File: src/rtl/snake_pkg.sv
// Shared encodings for the snake game-flow controller.
// Directions, reported modes and the controller state set.
package snake_pkg;

    localparam logic [1:0] DIR_UP    = 2'd0;
    localparam logic [1:0] DIR_DOWN  = 2'd1;
    localparam logic [1:0] DIR_LEFT  = 2'd2;
    localparam logic [1:0] DIR_RIGHT = 2'd3;

    localparam logic [1:0] MODE_IDLE  = 2'd0;
    localparam logic [1:0] MODE_PLAY  = 2'd1;
    localparam logic [1:0] MODE_OVER  = 2'd2;
    localparam logic [1:0] MODE_PAUSE = 2'd3;

    typedef enum logic [2:0] {
        S_IDLE,
        S_RUN,
        S_WAIT,
        S_APPLE,
        S_PAUSE,
        S_OVER
    } state_e;

    // RUN, WAIT and APPLE all look like active play from outside
    function automatic logic [1:0] mode_of(input state_e s);
        logic [1:0] m;
        m = MODE_IDLE;
        case (s)
            S_IDLE:  m = MODE_IDLE;
            S_RUN:   m = MODE_PLAY;
            S_WAIT:  m = MODE_PLAY;
            S_APPLE: m = MODE_PLAY;
            S_PAUSE: m = MODE_PAUSE;
            S_OVER:  m = MODE_OVER;
            default: m = MODE_IDLE;
        endcase
        return m;
    endfunction

endpackage

File: src/rtl/snake_turn_queue.sv
// One-deep turn buffer: picks a press, rejects same-axis moves,
// and commits the pending turn to dir on each step.
module snake_turn_queue
    import snake_pkg::*;
(
    input  logic       clk,
    input  logic       rst,
    input  logic       clr,
    input  logic       en,
    input  logic       commit,
    input  logic       up,
    input  logic       down,
    input  logic       left,
    input  logic       right,
    output logic [1:0] dir
);

    logic [1:0] dir_q, dir_d;
    logic [1:0] pend_q, pend_d;
    logic       pend_vld_q, pend_vld_d;
    logic       press_vld;
    logic [1:0] press_dir;

    always_comb begin
        press_vld = 1'b1;
        press_dir = DIR_UP;
        if (up) begin
            press_dir = DIR_UP;
        end else if (down) begin
            press_dir = DIR_DOWN;
        end else if (left) begin
            press_dir = DIR_LEFT;
        end else if (right) begin
            press_dir = DIR_RIGHT;
        end else begin
            press_vld = 1'b0;
        end
    end

    // bit 1 of the encoding is the axis: 0 vertical, 1 horizontal
    always_comb begin
        dir_d      = dir_q;
        pend_d     = pend_q;
        pend_vld_d = pend_vld_q;
        if (clr) begin
            dir_d      = DIR_DOWN;
            pend_d     = DIR_UP;
            pend_vld_d = 1'b0;
        end else if (en) begin
            if (commit && pend_vld_q) begin
                dir_d      = pend_q;
                pend_vld_d = 1'b0;
            end
            if (press_vld && (press_dir[1] != dir_d[1])) begin
                pend_d     = press_dir;
                pend_vld_d = 1'b1;
            end
        end
    end

    always_ff @(posedge clk) begin
        if (rst) begin
            dir_q      <= DIR_DOWN;
            pend_q     <= DIR_UP;
            pend_vld_q <= 1'b0;
        end else begin
            dir_q      <= dir_d;
            pend_q     <= pend_d;
            pend_vld_q <= pend_vld_d;
        end
    end

    assign dir = dir_q;

endmodule

File: src/rtl/snake_game_sequencer.sv
// Game-flow controller: step schedule, score, apple respawn
// handshake and pause handling for the snake body datapath.
module snake_game_sequencer
    import snake_pkg::*;
#(
    parameter int unsigned TICK_DIV   = 25000000,
    parameter int unsigned SPEED_STEP = 1000000,
    parameter int unsigned MIN_DIV    = 5000000,
    parameter int unsigned MAX_SCORE  = 15
) (
    input  logic       clk,
    input  logic       rst,
    input  logic       start,
    input  logic       pause,
    input  logic       up,
    input  logic       down,
    input  logic       left,
    input  logic       right,
    output logic       step,
    input  logic       step_done,
    input  logic       collide,
    input  logic       eat,
    output logic       body_clear,
    output logic       apple_req,
    input  logic       apple_ack,
    output logic [1:0] dir,
    output logic [1:0] mode,
    output logic [3:0] score,
    output logic       win
);

    localparam logic [31:0] TICK_W  = 32'(TICK_DIV);
    localparam logic [31:0] SPEED_W = 32'(SPEED_STEP);
    localparam logic [31:0] MIN_W   = 32'(MIN_DIV);
    localparam logic [3:0]  MAX_S   = 4'(MAX_SCORE);

    state_e      state_q, state_d;
    logic [31:0] cnt_q, cnt_d;
    logic [31:0] div_q, div_d;
    logic [3:0]  score_q, score_d;
    logic        win_q, win_d;
    logic        step_q, step_d;
    logic        body_clear_q, body_clear_d;
    logic        apple_req_q, apple_req_d;
    logic        start_prev_q, start_prev_d;
    logic        pause_prev_q, pause_prev_d;
    logic        pause_pend_q, pause_pend_d;

    logic        start_rise;
    logic        pause_rise;
    logic        go_run;
    logic        clr;
    logic        q_en;
    logic [3:0]  score_inc;
    logic [31:0] div_next;

    assign start_rise = start & ~start_prev_q;
    assign pause_rise = pause & ~pause_prev_q;

    assign score_inc = (score_q == MAX_S) ? score_q : score_q + 4'd1;

    // guarded subtraction so a large SPEED_STEP cannot wrap
    assign div_next = ((div_q > SPEED_W) && ((div_q - SPEED_W) > MIN_W))
                    ? (div_q - SPEED_W) : MIN_W;

    assign q_en = (state_q == S_RUN) || (state_q == S_WAIT)
               || (state_q == S_APPLE) || (state_q == S_PAUSE);

    always_comb begin
        state_d      = state_q;
        cnt_d        = cnt_q;
        div_d        = div_q;
        score_d      = score_q;
        win_d        = win_q;
        step_d       = 1'b0;
        body_clear_d = 1'b0;
        apple_req_d  = apple_req_q;
        pause_pend_d = pause_pend_q;
        start_prev_d = start;
        pause_prev_d = pause;
        go_run       = 1'b0;
        clr          = 1'b0;

        unique case (state_q)
            S_IDLE, S_OVER: begin
                if (start_rise) begin
                    state_d      = S_APPLE;
                    cnt_d        = '0;
                    div_d        = TICK_W;
                    score_d      = '0;
                    win_d        = 1'b0;
                    body_clear_d = 1'b1;
                    apple_req_d  = 1'b1;
                    pause_pend_d = 1'b0;
                    clr          = 1'b1;
                end
            end
            S_RUN: begin
                if (pause_rise) begin
                    state_d = S_PAUSE;
                end else if (cnt_q == div_q - 32'd1) begin
                    cnt_d   = '0;
                    step_d  = 1'b1;
                    state_d = S_WAIT;
                end else begin
                    cnt_d = cnt_q + 32'd1;
                end
            end
            S_PAUSE: begin
                if (pause_rise) begin
                    state_d = S_RUN;
                end
            end
            S_WAIT: begin
                pause_pend_d = pause_pend_q | pause_rise;
                if (step_done) begin
                    if (collide) begin
                        state_d      = S_OVER;
                        pause_pend_d = 1'b0;
                    end else if (eat) begin
                        score_d = score_inc;
                        if (score_inc == MAX_S) begin
                            state_d      = S_OVER;
                            win_d        = 1'b1;
                            pause_pend_d = 1'b0;
                        end else begin
                            div_d       = div_next;
                            apple_req_d = 1'b1;
                            state_d     = S_APPLE;
                        end
                    end else begin
                        go_run = 1'b1;
                    end
                end
            end
            S_APPLE: begin
                pause_pend_d = pause_pend_q | pause_rise;
                if (apple_ack) begin
                    apple_req_d = 1'b0;
                    go_run      = 1'b1;
                end
            end
            default: begin
                state_d = S_IDLE;
            end
        endcase

        // a pause seen mid-step is honoured as soon as play resumes
        if (go_run) begin
            cnt_d        = '0;
            state_d      = pause_pend_d ? S_PAUSE : S_RUN;
            pause_pend_d = 1'b0;
        end
    end

    always_ff @(posedge clk) begin
        if (rst) begin
            state_q      <= S_IDLE;
            cnt_q        <= '0;
            div_q        <= TICK_W;
            score_q      <= '0;
            win_q        <= 1'b0;
            step_q       <= 1'b0;
            body_clear_q <= 1'b0;
            apple_req_q  <= 1'b0;
            start_prev_q <= 1'b0;
            pause_prev_q <= 1'b0;
            pause_pend_q <= 1'b0;
        end else begin
            state_q      <= state_d;
            cnt_q        <= cnt_d;
            div_q        <= div_d;
            score_q      <= score_d;
            win_q        <= win_d;
            step_q       <= step_d;
            body_clear_q <= body_clear_d;
            apple_req_q  <= apple_req_d;
            start_prev_q <= start_prev_d;
            pause_prev_q <= pause_prev_d;
            pause_pend_q <= pause_pend_d;
        end
    end

    snake_turn_queue u_turn_queue (
        .clk    (clk),
        .rst    (rst),
        .clr    (clr),
        .en     (q_en),
        .commit (step_d),
        .up     (up),
        .down   (down),
        .left   (left),
        .right  (right),
        .dir    (dir)
    );

    assign step       = step_q;
    assign body_clear = body_clear_q;
    assign apple_req  = apple_req_q;
    assign mode       = mode_of(state_q);
    assign score      = score_q;
    assign win        = win_q;

endmodule
File: config.mk
export PLATFORM = sky130hd
export DESIGN_NAME = snake_game_sequencer
export DESIGN_NICKNAME = d
export VERILOG_FILES = /design/src/rtl/snake_pkg.sv /design/src/rtl/snake_turn_queue.sv /design/src/rtl/snake_game_sequencer.sv
export SDC_FILE = /design/constraint.sdc
export NUM_CORES = 1
export LEC_CHECK = 0
export ABC_AREA = 1
export CAP_MARGIN = 20
export CORE_ASPECT_RATIO = 0.7
export CORE_MARGIN = 2
export CORE_UTILIZATION = 55
export CTS_BUF_LIST = sky130_fd_sc_hd__clkbuf_4 sky130_fd_sc_hd__clkbuf_8 sky130_fd_sc_hd__clkbuf_16
export CTS_CLUSTER_DIAMETER = 200
export DETAILED_ROUTE_END_ITERATION = 8
export DONT_BUFFER_PORTS = 1
export PLACE_DENSITY = 0.7
export SYNTH_ARGS = -nofsm -noshare
export SYNTH_HDL_FRONTEND = slang
export SYNTH_SLANG_ARGS = --single-unit
File: constraint.sdc
create_clock -name clk -period 5.3 [get_ports clk]
set_clock_uncertainty 0.1 [all_clocks]
set_input_delay 1.06 -clock clk [delete_from_list [all_inputs] [get_ports clk]]
set_output_delay 1.06 -clock clk [all_outputs]
set_load 0.05 [all_outputs]
==> results of run 1 <==
-- synth_stat cells (4+ instances only) --
cell | n | area (µm²)
nand2_1 | 248 | 931
nor2_1 | 178 | 668
inv_1 | 107 | 402
dfxtp_1 | 77 | 1540
nand3_1 | 68 | 340
a21oi_1 | 38 | 190
xor2_1 | 36 | 315
nand4_1 | 22 | 138
o21ai_0 | 21 | 105
nor2_2 | 15 | 93.8
nor3_1 | 15 | 75.1
inv_2 | 13 | 48.8
nand2_2 | 13 | 81.3
xnor2_1 | 12 | 105
buf_2 | 9 | 45.0
buf_6 | 9 | 101
o21ai_1 | 9 | 45.0
clkbuf_1 | 8 | 30.0
nor2_4 | 8 | 90.1
nand3_2 | 7 | 70.1
nand3b_1 | 7 | 52.6
ha_1 | 6 | 75.1
nor4_1 | 5 | 31.3
nor3_2 | 4 | 40.0
nor3b_1 | 4 | 30.0
o21ai_2 | 4 | 35.0
-- kinds of logic (layout without fill, tap and decap cells) --
family                   after synthesis  after routing  synth area share, %
AO/OA/AOI/OAI                         91             91                 8.68
flip-flops                            77             77                 25.4
adder cells (fa/ha/maj)                6              6                 1.24
buffers and inverters                152            143                 11.0
XOR/XNOR                              51             51                 7.74
AND/OR/NAND/NOR                      606            606                 45.9
-- metal layers --
metal	track usage, %	vias to the layer above	routed length (µm)
li1	-	3094	-
met1	43.5	2647	8430
met2	37.8	174	6110
met3	6.42	10	1260
met4	5.56	0	114
met5	0	-	0
-- flip-flops by register name (all words and copies together), names as in the netlist --
register,flops
start_prev_q,1
pause_pend_q,1
u_turn_queue.dir,2
u_turn_queue.pend_q,2
score,4
cnt_q,32
u_turn_queue.pend_vld_q,1
body_clear,1
state_q,3
win,1
div_q,26
step,1
pause_prev_q,1
apple_req,1
-- tightest hold or removal path, stage by stage (launching register included) --
cell      delay, ns
dfxtp_1        0.30
inv_1          0.07
o211ai_1       0.09
-- per-stage QoR --
stage	worst slack, ns	hold WS, ns	power, W	std cells
4_1_cts	1.88	0.406	0.00255	1127
2_1_floorplan	2.32	0.358	0.00170	983
3_5_place_dp	1.90	0.396	0.00190	1111
6_report	1.84	0.404	0.00255	1127
5_1_grt	1.58	0.437	0.00272	1127
3_3_place_gp	2.02	0.395	0.00189	1111
-- final cells by class --
cell class,count,area (µm²)
multi-input combinational,754,3860
clock buffer,10,239
fill,1132,4500
sequential,77,1540
clock inverter,6,67.6
timing repair buffer,4,30.0
tap,153,191
inverter,123,469
-- power by group --
group          total [W]  internal (W)  switching (W)  leakage (nW)
logic            0.00107      0.000334       0.000734          1.99
clock network   0.000646      0.000380       0.000266         0.145
registers       0.000838      0.000649       0.000189         0.626
-- how the worst max path moves through the flow --
stage                      endpoint       start  slack, ns  depth (start not counted)
after global routing      div_q[27]  state_q[2]       1.58                         18
after floorplan             mode[0]  state_q[2]       2.32                          5
after detailed placement  div_q[30]  state_q[2]       1.90                         18
final                     div_q[29]  state_q[2]       1.84                         18
after CTS                 div_q[29]  state_q[2]       1.88                         18
after global placement    div_q[29]  state_q[2]       2.02                         18
==> results.json, run 1 <==
{
  "path_class": "reg -> reg",
  "antenna_found_initial": 0,
  "hp-start": "u_turn_queue.pend_q[0]",
  "r2r_setup_slack_ns": 1.84,
  "slowest_delay_ns": 0.76,
  "syn_inst": 983,
  "hold_class": "reg -> reg",
  "tns_ns": 0,
  "ctsResizeCount": 0,
  "relSlewSlack_pct": 33.2,
  "finalWirelength_mm": 15.9,
  "portBuffers": 0,
  "cp-end-kind": "flop",
  "clk_latency_ns": 0.34,
  "ir_drop_uv": 273,
  "routed_via_density": 5.26,
  "hold_depth": 2,
  "drc_errors": 0,
  "rr_startpoint": "state_q[2]",
  "h-tree-depth": 3,
  "clock_sinks": 77,
  "area_growth_pct": 5.42,
  "hold_buffers": 0,
  "post_cts_buffers": 0,
  "fin_crit_ns": 3.46,
  "outcome": "completed",
  "grt_overflow": 0,
  "synth_area_um2": 6070,
  "min_to": "u_turn_queue.dir[0]",
  "fmax_mhz": 289,
  "drtPass1Iterations": 5,
  "tightest_slew_ns": 0.999,
  "r2r-end": "div_q[29]",
  "ant_nets": 0,
  "critPathMaxFanout": 24,
  "ys_seq_area_share_pct": 25.4,
  "synth_cell_types": 51,
  "clkTransAtPathRegs_ns": 0.06,
  "cts_buffers": 9,
  "path_buf_inv": 6,
  "wl_per_cell_um": 14.1,
  "stdcell_area_um2": 6390,
  "slew_viol_final": 0,
  "hold_viol": 0,
  "yosysWarnings": 0,
  "final_common_cell": "nand2_1",
  "leakage_nw": 2.76,
  "die-area_um2": 11900,
  "crit_slowest_cell": "nor2_1",
  "grt_max_degree": 36,
  "cts_buffer_depth": 2,
  "cp_data_required_time_ns": 5.44,
  "drtIter0Drc": 410,
  "synth-edff-count": 0,
  "cap_violations": 0,
  "path_cells": "inv_1 > nor2_1 > inv_1 > o21ai_1 > nand2_1 > nor2_1 > inv_1 > nand2_1 > nor2_2 > inv_1 > nor2_2 > buf_4 > nand2_1 > inv_1 > nand4_4 > nor2_1 > nor2_1 > nor2_1",
  "die_height_um": 91.9,
  "antenna_cells": 0,
  "grt_pass1_vias": 5188,
  "final_nets": 987,
  "gp_congestion": 0.898,
  "grt_pass1_wl_mm": 25.8,
  "ys.flop_type": "dfxtp_1",
  "final_cell_mix": "nand2_1, nor2_1, inv_1, dfxtp_1, nand3_1",
  "worstSetupStartpointType": "flop",
  "die_w_um": 130,
  "rows": 32,
  "cts_tree": "built",
  "fin_util_pct": 58.7,
  "num_io_pins": 24,
  "grt_setup_unrepaired": "false",
  "async_flop_share_pct": 0,
  "post_dp_cell_area_um2": 6090,
  "crit_family": "simple AND/OR/NAND/NOR gates",
  "cts-root-buf": "clkbuf_16",
  "core_area_um2": 10900,
  "track_usage_pct": 27.7,
  "synth.net_count": 1001,
  "initial_core_util_pct": 55.7,
  "num_vias": 5925,
  "cp.arrival_ns": 3.60,
  "powerDensity_nw_per_um2": 399,
  "place_hpwl_mm": 12.5,
  "rr_worst_depth": 18,
  "synth_area_per_cell_um2": 6.17,
  "drive_above_1_share_pct": 10.1,
  "fin_crit_sh_pct": 65.4,
  "synth_seq_cells": 77,
  "setup_viol": 0
}
Note: power is estimated with default switching activity, not from simulation.
==> run 2, diff against run 1 <==
==> constraint.sdc (replaced) <==
create_clock -name clk -period 3.25 [get_ports clk]
set_clock_uncertainty 0.1 [all_clocks]
set_input_delay 0.65 -clock clk [delete_from_list [all_inputs] [get_ports clk]]
set_output_delay 0.65 -clock clk [all_outputs]
set_load 0.05 [all_outputs]
==> run 2 against run 1 <==
Effect of this change:
- total power is 64% higher
- non-clock buffer count is 8 higher
- hold slack worse by 0.14 ns
- largest power group unchanged
- utilization is 0.57 points higher
==> results.json, run 2 (same netlist as run 1, synthesis figures left out) <==
{
  "grt_max_degree": 36,
  "worstSetupStartpointType": "flop",
  "grt_pass1_wl_mm": 25.8,
  "rows": 32,
  "setup_viol": 0,
  "slowest_delay_ns": 0.36,
  "outcome": "completed",
  "fin_crit_ns": 2.99,
  "ant_nets": 0,
  "ir_drop_uv": 410,
  "finalWorstSetupSlack_ns": 0.258,
  "cp_data_required_time_ns": 3.43,
  "finalWirelength_mm": 15.6,
  "die-area_um2": 11900,
  "h-tree-depth": 3,
  "rr_worst_depth": 14,
  "core_area_um2": 10900,
  "grt_overflow": 0,
  "relSlewSlack_pct": 58.8,
  "track_usage_pct": 27.6,
  "final_common_cell": "nand2_1",
  "grt_setup_unrepaired": "false",
  "wl_per_cell_um": 13.8,
  "leakage_nw": 2.79,
  "cts_buffer_depth": 2,
  "crit_slowest_cell": "dfxtp_2",
  "wl_met2_mm": 5.89,
  "clkTransAtPathRegs_ns": 0.06,
  "hold_depth": 1,
  "crit_family": "simple AND/OR/NAND/NOR gates",
  "cts-root-buf": "clkbuf_16",
  "largest_reg_flops": 32,
  "path_buf_inv": 1,
  "tns_ns": 0,
  "drive_above_1_share_pct": 11.0,
  "hold_class": "in -> reg",
  "fin_crit_sh_pct": 92.1,
  "routed_via_density": 5.20,
  "portBuffers": 0,
  "slew_viol_final": 0,
  "grt_pass1_vias": 5177,
  "place_ws_ns": 0.178,
  "route.met3.wl_mm": 1.15,
  "fmax_mhz": 334,
  "cap_violations": 0,
  "antenna_found_initial": 0,
  "path_common_cell": "nand3_1",
  "clock_sinks": 77,
  "die_height_um": 91.9,
  "area_growth_pct": 6.46,
  "place_hpwl_mm": 12.3,
  "regMostFlops": "cnt_q",
  "drtPass1Iterations": 5,
  "num_io_pins": 24,
  "drtIter0Drc": 551,
  "cts_buffers": 9,
  "tightest_slew_ns": 0.615,
  "antenna_cells": 0,
  "initial_core_util_pct": 55.7,
  "powerDensity_nw_per_um2": 649,
  "cp.arrival_ns": 3.18,
  "hold_buffers": 0,
  "path_cells": "inv_2 > ha_1 > nand2_1 > nor2_4 > nand3_1 > xor2_1 > xor2_1 > nand3_1 > nor2_1 > nand4_1 > nand3_1 > nand3_2 > and2_1 > nor2_1",
  "crit_cells": 14,
  "cp-end-kind": "flop",
  "num_vias": 5902,
  "final_nets": 995,
  "critPathMaxFanout": 11,
  "path_class": "reg -> reg",
  "clk_latency_ns": 0.35,
  "gp_congestion": 0.954,
  "drc_errors": 0,
  "final_cell_mix": "nand2_1, nor2_1, inv_1, dfxtp_1, nand3_1",
  "routed.top_layer": "met4",
  "met1_length_mm": 8.33,
  "cts_tree": "built",
  "die_w_um": 130,
  "hold_viol": 0
}
==> run 2: final cells by class <==
type	count	area (µm²)
Clock buffer	9	225
Timing Repair Buffer	12	90.1
Multi-Input combinational cell	754	3860
Clock inverter	7	75.1
Fill cell	1098	4430
Inverter	123	469
Sequential cell	77	1540
Tap cell	153	191
==> run 2: per-layer routing <==
| layer | vias to the layer above | track usage, % |
|---|---|---|
| met1 | 2579 | 43.2 |
| met4 | 0 | 8.06 |
| met5 | - | 0 |
| met3 | 21 | 5.48 |
| met2 | 192 | 37.4 |
| li1 | 3110 | - |
==> run 2: final timing paths <==
check | start | to | slack, ns
setup / recovery | div_q[6] | u_turn_queue.pend_q[1] | 0.26
hold reg to reg | cnt_q[1] | cnt_q[1] | 0.39
hold / removal | rst | start_prev_q | 0.27
setup reg to reg | div_q[6] | u_turn_queue.pend_q[1] | 0.26
==> run 2: repair_timing <==
| action | in CTS | in global routing |
|---|---|---|
| setup endpoints to repair | 0 | 35 |
| buffers inserted | 0 | 0 |
| gates resized for setup | 0 | 3 |
| endpoints found under the hold margin | 0 | 0 |
==> run 2: per-stage QoR <==
stage / util [%] / instances / hold WS (ns) / cell area (µm²) / power, W
after floorplan: - / 983 / 0.358 / 6070 / 0.00278
after global routing: 59.3 / 1135 / 0.257 / 6460 / 0.00449
after CTS: 59.2 / 1135 / 0.261 / 6450 / 0.00418
after detailed placement: 56.5 / 1119 / 0.383 / 6150 / 0.00316
final: 59.3 / 1135 / 0.266 / 6460 / 0.00419
after global placement: 56.5 / 1119 / 0.378 / 6150 / 0.00315
==> run 2: where the power goes <==
part	internal (W)	switching, W	total, W
clock network	0.000597	0.000417	0.00101
logic	0.000587	0.00129	0.00187
registers	0.00106	0.000247	0.00131
total	0.00224	0.00195	0.00419
==> run 3, diff against run 2 <==
--- a/config.mk
+++ b/config.mk
@@ -5,7 +5,6 @@
 export SDC_FILE = /design/constraint.sdc
 export NUM_CORES = 1
 export LEC_CHECK = 0
-export ABC_AREA = 1
 export CAP_MARGIN = 20
 export CORE_ASPECT_RATIO = 0.7
 export CORE_MARGIN = 2
@@ -14,6 +13,7 @@
 export CTS_CLUSTER_DIAMETER = 200
 export DETAILED_ROUTE_END_ITERATION = 8
 export DONT_BUFFER_PORTS = 1
+export HOLD_SLACK_MARGIN = 0.15
 export PLACE_DENSITY = 0.7
 export SYNTH_ARGS = -nofsm -noshare
 export SYNTH_HDL_FRONTEND = slang
==> run 3 against run 2 <==
Effect of this change:
- the flow now finishes with violations (negative setup slack)
- clock power increased by 7%
- wire length increased by 18%
- hold slack improved by 0.0072 ns
- register-to-register slack got worse by 0.53 ns
- first-iteration DRC count increased by 23%
- critical endpoint is now u_turn_queue.pend_q[0]
==> results.json, run 3 <==
{
  "yosysWarnings": 0,
  "place_hpwl_mm": 13.0,
  "h-tree-depth": 3,
  "seq_area_um2": 1550,
  "powerDensity_nw_per_um2": 506,
  "synth_most_common_cell": "nor2_1",
  "ys_seq_area_share_pct": 28.0,
  "clkTransAtPathRegs_ns": 0.07,
  "finalWorstSetupSlack_ns": -0.270,
  "fmax_mhz": 284,
  "synthTopCellsByCount": "nor2_1, dfxtp_1, nand2_1",
  "critPathMaxFanout": 2,
  "grt_pass1_wl_mm": 27.5,
  "ir_drop_uv": 453,
  "path_class": "reg -> reg",
  "initial_core_util_pct": 56.6,
  "fin_crit_ns": 3.52,
  "setup_viol": 60,
  "die_w_um": 124,
  "final_cell_mix": "buf_4, nor2_1, dfxtp_1, nand2_1, xor2_1",
  "grt_pass1_vias": 5359,
  "num_io_pins": 24,
  "die_height_um": 87.7,
  "post_dp_cell_area_um2": 6360,
  "clock_power_share_pct": 29.0,
  "async_flop_share_pct": 0,
  "fillCellCount": 746,
  "netlist.area_leader.share_pct": 28.0,
  "slew_viol_final": 0,
  "hold_class": "in -> reg",
  "antenna_found_initial": 0,
  "hold_viol": 0,
  "cp.arrival_ns": 3.69,
  "synth_area_per_cell_um2": 7.52,
  "cp_data_required_time_ns": 3.42,
  "regMostFlops": "cnt_q",
  "die-area_um2": 10800,
  "cts-root-buf": "clkbuf_16",
  "finalWirelength_mm": 18.4,
  "largest_reg_flops": 32,
  "routed_via_density": 6.33,
  "clock_sinks": 77,
  "cp-end-kind": "flop",
  "cap_violations": 0,
  "synthTopCellsByArea": "dfxtp_1, nor2_1, xor2_1",
  "antenna_cells": 0,
  "internal-power_w": 0.00223,
  "rows": 30,
  "leakage_nw": 2.71,
  "slowest_delay_ns": 0.56,
  "synth.net_count": 750,
  "synth_area_um2": 5500,
  "fin_util_pct": 75.5,
  "final_common_cell": "buf_4",
  "gp_congestion": 0.981,
  "yosysTopAreaCell": "dfxtp_1",
  "multi_input_area_um2": 4170,
  "synth_cell_types": 73,
  "grt_overflow": 0,
  "fin_crit_sh_pct": 108,
  "cts_buffers": 9,
  "area_growth_pct": 33.4,
  "hold_buffers": 0,
  "num_vias": 6048,
  "power_frac_seq_pct": 29.6,
  "drtPass1Iterations": 5,
  "wl_met2_mm": 7.94,
  "core_area_um2": 9720,
  "clk_latency_ns": 0.34,
  "wl_per_cell_um": 19.3,
  "grt_setup_unrepaired": "true",
  "final_nets": 841,
  "failed_checks": "negative setup slack",
  "combPwrFrac_pct": 41.4,
  "stdcell_area_um2": 7340,
  "ys.flop_type": "dfxtp_1",
  "route.met3.wl_mm": 1.66,
  "synth-edff-count": 0,
  "swShare_pct": 39.8,
  "drive_above_1_share_pct": 29.0,
  "routed.top_layer": "met4",
  "drc_errors": 0,
  "outcome": "complete, but fails checks",
  "met1_length_mm": 8.44,
  "crit_slowest_cell": "or4_4",
  "cts_buffer_depth": 2,
  "relSlewSlack_pct": 56.3,
  "drtIter0Drc": 677,
  "grt_max_degree": 38,
  "tns_ns": -11.48,
  "switchingPower_w": 0.00148,
  "ant_nets": 0,
  "tightest_slew_ns": 0.650,
  "syn_inst": 732,
  "cts_tree": "built",
  "portBuffers": 0,
  "track_usage_pct": 32.8,
  "worstSetupStartpointType": "flop",
  "path_cells": "inv_2 > ha_4 > or3b_4 > or4_4 > a2111oi_4 > o2111ai_2 > nor4bb_2 > nand4_1 > buf_6 > mux2i_4 > mux2i_2 > mux2i_1",
  "synth_seq_cells": 77
}
[run 3: cell count changes in the layout (fill, tap and decap cells not counted), moves of 12 or more]
| cell | change |
|---|---|
| nand2_1 | -201 |
| buf_4 | +103 |
| inv_1 | -97 |
| nor2_1 | -86 |
| nand3_1 | -38 |
| xnor2_1 | +25 |
| buf_6 | +16 |
| nor2_2 | -13 |
| nor4_1 | +13 |
| nand2_2 | -12 |
| or3_1 | +12 |
[run 3: layer usage]
layer  vias up  global-route usage [%]
li1       2837                       -
met1      2874                    49.3
met2       297                    46.9
met3        40                    6.77
met4         0                    9.71
met5         -                       0
[run 3: critical path, delay by kind of cell (launching register included)]
kind            cells  cell delay, ns
compound gates      2            0.47
flops               1            0.33
buf+inv             2            0.24
simple gates        4            1.46
mux                 3            0.71
fa+ha+maj           1            0.13
[run 3: power groups by stage]
stage | Sequential, W | Combinational [W] | Clock, W
floorplan | 0.00109 | 0.000835 | 0
global placement | 0.00111 | 0.00120 | 0
detailed placement | 0.00111 | 0.00123 | 0
CTS | 0.00109 | 0.00129 | 0.00108
global route | 0.00110 | 0.00163 | 0.00112
finish | 0.00110 | 0.00154 | 0.00108
[run 3: metrics by stage]
stage | total power (W) | setup slack (ns) | std cells | hold slack (ns)
after floorplan | 0.00192 | -0.305 | 732 | 0.337
after detailed placement | 0.00234 | -0.439 | 920 | 0.385
after global routing | 0.00385 | -0.410 | 956 | 0.256
after global placement | 0.00231 | -0.349 | 920 | 0.349
final | 0.00371 | -0.270 | 956 | 0.273
after CTS | 0.00346 | -0.232 | 947 | 0.263
[run 3: path summary, 6_finish.rpt]
kind / from / end / slack, ns / cells after the start
max: div_q[6] / u_turn_queue.pend_q[0] / -0.27 / 12
min: rst / score[1] / 0.27 / 1
max reg2reg: div_q[6] / u_turn_queue.pend_q[0] / -0.27 / 12
min reg2reg: cnt_q[1] / cnt_q[1] / 0.40 / 2
[run 3: kinds of logic (layout without fill, tap and decap cells)]
family,Yosys count,after routing,share of synthesized area (%)
AO/OA/AOI/OAI,156,156,19.5
XOR/XNOR,80,80,13.5
adder cells (fa/ha/maj),6,6,1.36
buffers and inverters,68,163,5.00
flip-flops,77,77,28.0
multiplexers,7,7,1.32
AND/OR/NAND/NOR,338,339,31.3
[run 3: final cells by class]
type / instances / area share [%]
multi-input combinational: 588 / 56.7
sequential: 77 / 21.0
tap: 128 / 2.18
clock inverter: 7 / 1.16
inverter: 13 / 0.665
timing repair buffer: 134 / 15.2
clock buffer: 9 / 3.07
[run 3: timing repair]
action,4_1_cts,5_1_grt
endpoints found under the setup margin,62,63
gates cloned,1,2
gates resized for setup,42,80
setup buffers,10,7
pin swaps,29,41
